File: src/rtl/g15_timing_pkg.sv
// Shared types and widths for the drum timing track emulation.
package g15_timing_pkg;

    typedef enum logic [1:0] {
        RUN         = 2'd0,
        FREEZE_PEND = 2'd1,
        FROZEN      = 2'd2,
        STEP        = 2'd3
    } timing_state_t;

    localparam int BIT_W             = 5;
    localparam int WORD_W            = 7;
    localparam int DEF_BITS_PER_WORD = 29;
    localparam int DEF_WORDS_PER_REV = 108;

endpackage

File: src/rtl/bit_prescaler.sv
// Bit-rate prescaler: one tick every CLK_DIV clocks while enabled, parked at 0 otherwise.
module bit_prescaler #(
    parameter int CLK_DIV = 4
) (
    input  logic CLOCK,
    input  logic rst_n,
    input  logic enable,
    output logic tick
);

    localparam int CW = (CLK_DIV > 1) ? $clog2(CLK_DIV) : 1;

    logic [CW-1:0] cnt;
    logic          at_top;

    assign at_top = (cnt == CW'(CLK_DIV - 1));
    assign tick   = enable && at_top;

    always_ff @(posedge CLOCK or negedge rst_n) begin
        if (!rst_n)
            cnt <= '0;
        else if (!enable)
            cnt <= '0;
        else if (at_top)
            cnt <= '0;
        else
            cnt <= cnt + CW'(1);
    end

endmodule

File: src/rtl/drum_timing_seq.sv
// Drum timing sequencer: bit/word counters, T-strobe decode and freeze/step handshake.
module drum_timing_seq
    import g15_timing_pkg::*;
#(
    parameter int CLK_DIV       = 4,
    parameter int BITS_PER_WORD = DEF_BITS_PER_WORD,
    parameter int WORDS_PER_REV = DEF_WORDS_PER_REV
) (
    input  logic              CLOCK,
    input  logic              rst_n,
    input  logic              freeze_req,
    input  logic              step_word,
    output logic              freeze_ack,
    output logic              bit_tick,
    output logic [BIT_W-1:0]  bit_num,
    output logic [WORD_W-1:0] word_num,
    output logic              T0,
    output logic              T1,
    output logic              T2,
    output logic              T13,
    output logic              T21,
    output logic              T28,
    output logic              word_odd,
    output logic              word_end,
    output logic              origin
);

    timing_state_t state, state_nxt;
    logic          last_bit;
    logic          word_done;

    bit_prescaler #(.CLK_DIV(CLK_DIV)) u_presc (
        .CLOCK  (CLOCK),
        .rst_n  (rst_n),
        .enable (state != FROZEN),
        .tick   (bit_tick)
    );

    assign last_bit  = (bit_num == BIT_W'(BITS_PER_WORD - 1));
    assign word_done = bit_tick && last_bit;

    always_ff @(posedge CLOCK or negedge rst_n) begin
        if (!rst_n) begin
            bit_num  <= '0;
            word_num <= '0;
        end else if (bit_tick) begin
            if (last_bit) begin
                bit_num  <= '0;
                word_num <= (word_num == WORD_W'(WORDS_PER_REV - 1)) ? '0 : word_num + WORD_W'(1);
            end else begin
                bit_num  <= bit_num + BIT_W'(1);
            end
        end
    end

    always_ff @(posedge CLOCK or negedge rst_n) begin
        if (!rst_n)
            state <= RUN;
        else
            state <= state_nxt;
    end

    // Freezes only ever land on a word boundary; releasing beats a same-cycle step.
    always_comb begin
        state_nxt = state;
        unique case (state)
            RUN:         if (freeze_req) state_nxt = FREEZE_PEND;
            FREEZE_PEND: begin
                if (!freeze_req)    state_nxt = RUN;
                else if (word_done) state_nxt = FROZEN;
            end
            FROZEN: begin
                if (!freeze_req)    state_nxt = RUN;
                else if (step_word) state_nxt = STEP;
            end
            STEP:        if (word_done) state_nxt = freeze_req ? FROZEN : RUN;
            default:     state_nxt = RUN;
        endcase
    end

    assign freeze_ack = (state == FROZEN);

    assign T0       = (bit_num == BIT_W'(0));
    assign T1       = (bit_num == BIT_W'(1));
    assign T2       = (bit_num == BIT_W'(2));
    assign T13      = (bit_num == BIT_W'(13));
    assign T21      = (bit_num == BIT_W'(21));
    assign T28      = (bit_num == BIT_W'(28));
    assign word_odd = word_num[0];
    assign word_end = T28;
    assign origin   = T0 && (word_num == '0);

endmodule

File: config.mk
export PLATFORM = sky130hd
export DESIGN_NAME = drum_timing_seq
export DESIGN_NICKNAME = d
export VERILOG_FILES = /design/src/rtl/g15_timing_pkg.sv /design/src/rtl/bit_prescaler.sv /design/src/rtl/drum_timing_seq.sv
export SDC_FILE = /design/constraint.sdc
export NUM_CORES = 1
export LEC_CHECK = 0
export ABC_CLOCK_PERIOD_IN_PS = 1600
export CAP_MARGIN = 40
export CORE_MARGIN = 10
export CORE_UTILIZATION = 35
export CTS_CLUSTER_SIZE = 28
export DETAILED_ROUTE_END_ITERATION = 12
export GPL_ROUTABILITY_DRIVEN = 0
export GPL_TIMING_DRIVEN = 0
export HOLD_SLACK_MARGIN = 0.02
export PLACE_DENSITY = 0.63
export SETUP_SLACK_MARGIN = 0.1
export SLEW_MARGIN = 10
export SYNTH_ARGS = -nofsm -noshare
export SYNTH_HDL_FRONTEND = slang
export SYNTH_SLANG_ARGS = --single-unit
export TNS_END_PERCENT = 20
File: constraint.sdc
create_clock -name CLOCK -period 1.6 [get_ports CLOCK]
set_input_delay 0.16 -clock CLOCK [delete_from_list [all_inputs] [get_ports CLOCK]]
set_output_delay 0.16 -clock CLOCK [all_outputs]
set_load 0.05 [all_outputs]
After elaboration in Yosys (flattened, before gate mapping). Index checks and enable logic that the tools add are counted.

$add $sub $neg: 3. Multiply operators: 0. Div/mod/pow operators: 0. $lt $le $gt $ge: 0. Eq/ne operators: 15. Shift-type cells: 0. Multiplexer cells: 12. Bitwise logic cells: 0. Reductions and logical operators: 8.

Operators by type and width (count): 2-bit 2-to-1 mux (9); 5-bit == test (second input constant) (2); 2-bit one-hot mux with 4 select lines (1); 7-bit by 1-bit adder with 7-bit output (second input constant) (1); 7-bit == test (second input constant) (1); 7-bit logical NOT (1); 7-bit 2-to-1 mux (1); 2-bit == test (second input constant) (3); 2-bit inequality test (second input constant) (3); 3-bit inequality test (second input constant) (2); 5-bit by 1-bit adder with 5-bit output (second input constant) (1); 5-bit by 1-bit == test with 1-bit output (second input constant) (1); 5-bit by 2-bit == test with 1-bit output (second input constant) (1); 5-bit by 4-bit == test with 1-bit output (second input constant) (1); 5-bit logical NOT (1); 5-bit 2-to-1 mux (1); 4-bit AND reduction (1); 1-bit logical AND (3); 2-bit by 1-bit adder with 2-bit output (second input constant) (1); 2-bit by 1-bit == test with 1-bit output (second input constant) (1); 2-bit logical NOT (1); 2-bit AND reduction (1).

Bits in registers: 16. Latch bits: 0. Memory bits (writable): 0. Bits in read-only memories: 0. Input bits: 4. Output and inout port bits: 23. Word-level logic and storage cells: 42. Memories kept: 0.

Depth between registers and ports, before layout.
Word-level depth: 6. Depth in mapped cells: 8. Depth with buffers taken out: 6.

Cells and area by module. A second synthesis with hierarchy kept.

Cell total of the unflattened synthesis: 104. Area, all modules: 979.7 µm².

Modules (own cells, without submodules): drum_timing_seq (times used 1, cells each 98, area each 890.9 µm², sequential area each 350.3 µm²); bit_prescaler (times used 1, cells each 6, area each 88.8 µm², sequential area each 50.0 µm²).

Least setup slack after synthesis. OpenSTA, ideal clock, no wires.

Kind: register to output. From: register bit_num[2]. To: output origin. Arrival time: 2.061 ns. Data required time: 1.440 ns. Path slack: -0.621 ns. Cell stages (with the launch flop): 5. Path buffers: 1. Path through: dfrtp_1 -> buf_4 -> nor3_1 -> and2_1 -> and4b_1.

Word-level cells in the longest chain between the ends: 2.

Ends and longest elaborated chain: start: declaration (line drum_timing_seq.sv:15) `output logic [BIT_W-1:0] bit_num,`; start signal: assignment (line drum_timing_seq.sv:51) `bit_num <= bit_num + BIT_W'(1);`; 5-bit logical NOT (line drum_timing_seq.sv:83) `assign T0 = (bit_num == BIT_W'(0));`; net T0 (line drum_timing_seq.sv:17) `output logic T0,`; 1-bit logical AND (line drum_timing_seq.sv:91) `assign origin = T0 && (word_num == '0);`; end: declaration (line drum_timing_seq.sv:25) `output logic origin`.

The timed path passes the listed nets, and every way through them passes these cells.

Final worst setup path.
From: register bit_num[2]. To: output origin.

Word-level cells in the longest chain between the ends: 2.

Ends and longest elaborated chain (line): 5-bit logical NOT (drum_timing_seq.sv:83); 1-bit logical AND (drum_timing_seq.sv:91).

No other way between the ends.

==> impl_metrics.toml <==
[yosys]
async_reset_ff_frac = 1.00
synth.distinct_cells = 32
synth_top_cell_by_area = "dfrtp_1"
yosysWarnings = 0
netlist.area_leader.share = 0.430
ys_top_cells_by_count = "16 x dfrtp_1, 11 x nand2_1, 8 x o21ai_0, 7 x ha_1, 7 x inv_1"
ys_ff_latch = 16
syn-cell-area_sq_um = 931
ys_seq_area_frac = 0.430
postSynthAreaPerCell_sq_um = 9.70
synthFlopType = "dfrtp_1"
synthesis.nets = 107
synth_area_leaders = "dfrtp_1 43%, ha_1 9.4%, nand2_1 4.4%"
syn_inst = 96
synth.most_common_cell = "dfrtp_1"
synth_edf_count = 0

[grt]
grt_pass1_wl_um = 3750
antenna_found_initial = 0
grt_pass1_vias = 798
overflow = 0
grt_start_max_net_pins = 17
track_usage = 0.0884

[timing]
rsz0062_at_grt = "yes"
holdWs_ns = 0.303
hold_viol_final = 0
fmax_mhz = 575
skew_ns = 0.00303
maxSlewViolCount = 0
period_minus_slack_ns = 1.74
worst_pin_slew_ns = 0.731
min_period_over_period = 1.09
setup_viol = 3
slew_headroom = 0.511
tns_ns = -0.258
setup_slack_ns = -0.139

[worst_setup_path]
start_kind = "register"
required_ns = 1.44
slowest_delay_ns = 0.41
crit_type = "register to output port"
crit_family = "simple AND/OR/NAND/NOR gates"
regToRegSetupSlack_ns = -0.06
path_cells = "buf_6 -> nor3_4 -> and2_4 -> and4b_4 -> buf_8"
r2r_end = "word_num[2]"
end_kind = "output port"
cp_num_cells = 5
ff2ff_path_depth = 7
cp_num_buf_inv = 2
reg2reg_from = "bit_num[1]"
worst-path-max-fanout = 4
slowest_stage = "dfrtp_2"
cp.arrival_ns = 1.58

[routing]
vias = 848
wl_per_cell_um = 14.6
firstDrtPassIters = 4
drc = 0
viasPerCell = 5.08
drt_iter0_markers = 46
drt-total-wl_um = 2430
drtAntennaViolNets = 0

[floorplan]
die_w_um = 71.6
io_pins = 27
die_h_um = 71.6
dieArea_sq_mm = 0.00512
design.core.area_sq_mm = 0.00250
std_cell_rows = 18
start_util = 0.372

[final_layout]
stdcell_area_sq_mm = 0.00147
drive_above_1_share = 0.445
multi_input_area_sq_um = 546
fillers = 214
final-seq-area_sq_um = 405
nets = 149
fin_cells = 167
antennaDiodeCount = 0
syn_to_final_growth_pct = 58.3
fin_util = 0.590

[clock_network]
cts_tree = "yes"
cts_htree_levels = 1
cts-root-buf = "clkbuf_4"
clockBufferDepth = 2
clkTransAtPathRegs_ns = 0.09
cts_buffers = 3
cts_sinks = 16
cts_hold_buf = 0
clk_latency_ns = 0.28

[status]
violations = "setup timing"
outcome = "finished with violations"

[power_and_ir_drop]
ir_drop_v = 0.00102
p_leak_nw = 0.713
p_per_area_mw_per_mm2 = 1520
finalPower_mw = 2.25

[hold_path]
holdCritPathClass = "input pin to asynchronous set/reset pin"

[job]
cap_violations = 0

[placed_design]
dpl.cell_count = 152
post-dp-hpwl_um = 1640
dpl_cell_area_sq_mm = 0.00126
pre_cts_ws_ns = -0.612
numPortBuffers = 26
metal layers:
layer  vias up  track usage  part of all wire
met1       403        0.103              0.43
met2        16        0.145              0.50
met3         6       0.0303             0.039
li1        423            -                 -
met5         -            0                 0
met4         0       0.0344             0.022
layout by cell type, fill, tap and decap left out, types with 5 or more instances in the layout:
cell type	instances
nand2_1	8
buf_6	10
o21ai_0	6
buf_4	10
dlygate4sd2_1	10
dfrtp_1	12
buf_8	5
power breakdown:
| group | leakage (nW) | internal (mW) | switching (mW) |
|---|---|---|---|
| Sequential | 0.202 | 0.489 | 0.0862 |
| Combinational | 0.490 | 0.572 | 0.836 |
| Clock | 0.0210 | 0.139 | 0.124 |
| Total | 0.713 | 1.20 | 1.05 |
cell families (layout without fill, tap and decap cells):
group	count (synthesis)	count (layout)	share of synthesized area
XOR/XNOR	1	1	0.00941
AND/OR/NAND/NOR	37	37	0.222
buffers and inverters	12	53	0.0726
AO/OA/AOI/OAI	21	21	0.144
multiplexers	2	2	0.0282
flip-flops	16	16	0.430
adder cells (fa/ha/maj)	7	7	0.0941
area by class of cell:
| type | count | area share |
|---|---|---|
| Multi-Input combinational cell | 68 | 0.370 |
| Sequential cell | 16 | 0.275 |
| Timing Repair Buffer | 37 | 0.247 |
| Buffer | 5 | 0.0382 |
| Tap cell | 30 | 0.0255 |
| Clock buffer | 4 | 0.0246 |
| Inverter | 7 | 0.0195 |
sequential cells by signal (all words and copies together), names as in the netlist:
register and flops:
word_num 7, u_presc.cnt 2, state 2, bit_num 5
how the worst max path moves through the flow:
stage                from     endpoint  slack (ns)
2_1_floorplan  bit_num[1]  word_num[2]       -0.21
3_3_place_gp   bit_num[2]       origin       -0.60
3_5_place_dp   bit_num[2]       origin       -0.61
4_1_cts        bit_num[2]       origin       -0.13
5_1_grt        bit_num[2]       origin       -0.21
6_report       bit_num[2]       origin       -0.14
timing repair:
item | CTS | global route
cloned | 0 | 1
pin swaps | 6 | 5
resized for setup | 88 | 27
buffers inserted | 6 | 4
hold endpoints to repair | 0 | 0
endpoints found under the setup margin | 31 | 31
Power figures use the tool's default switching activity.
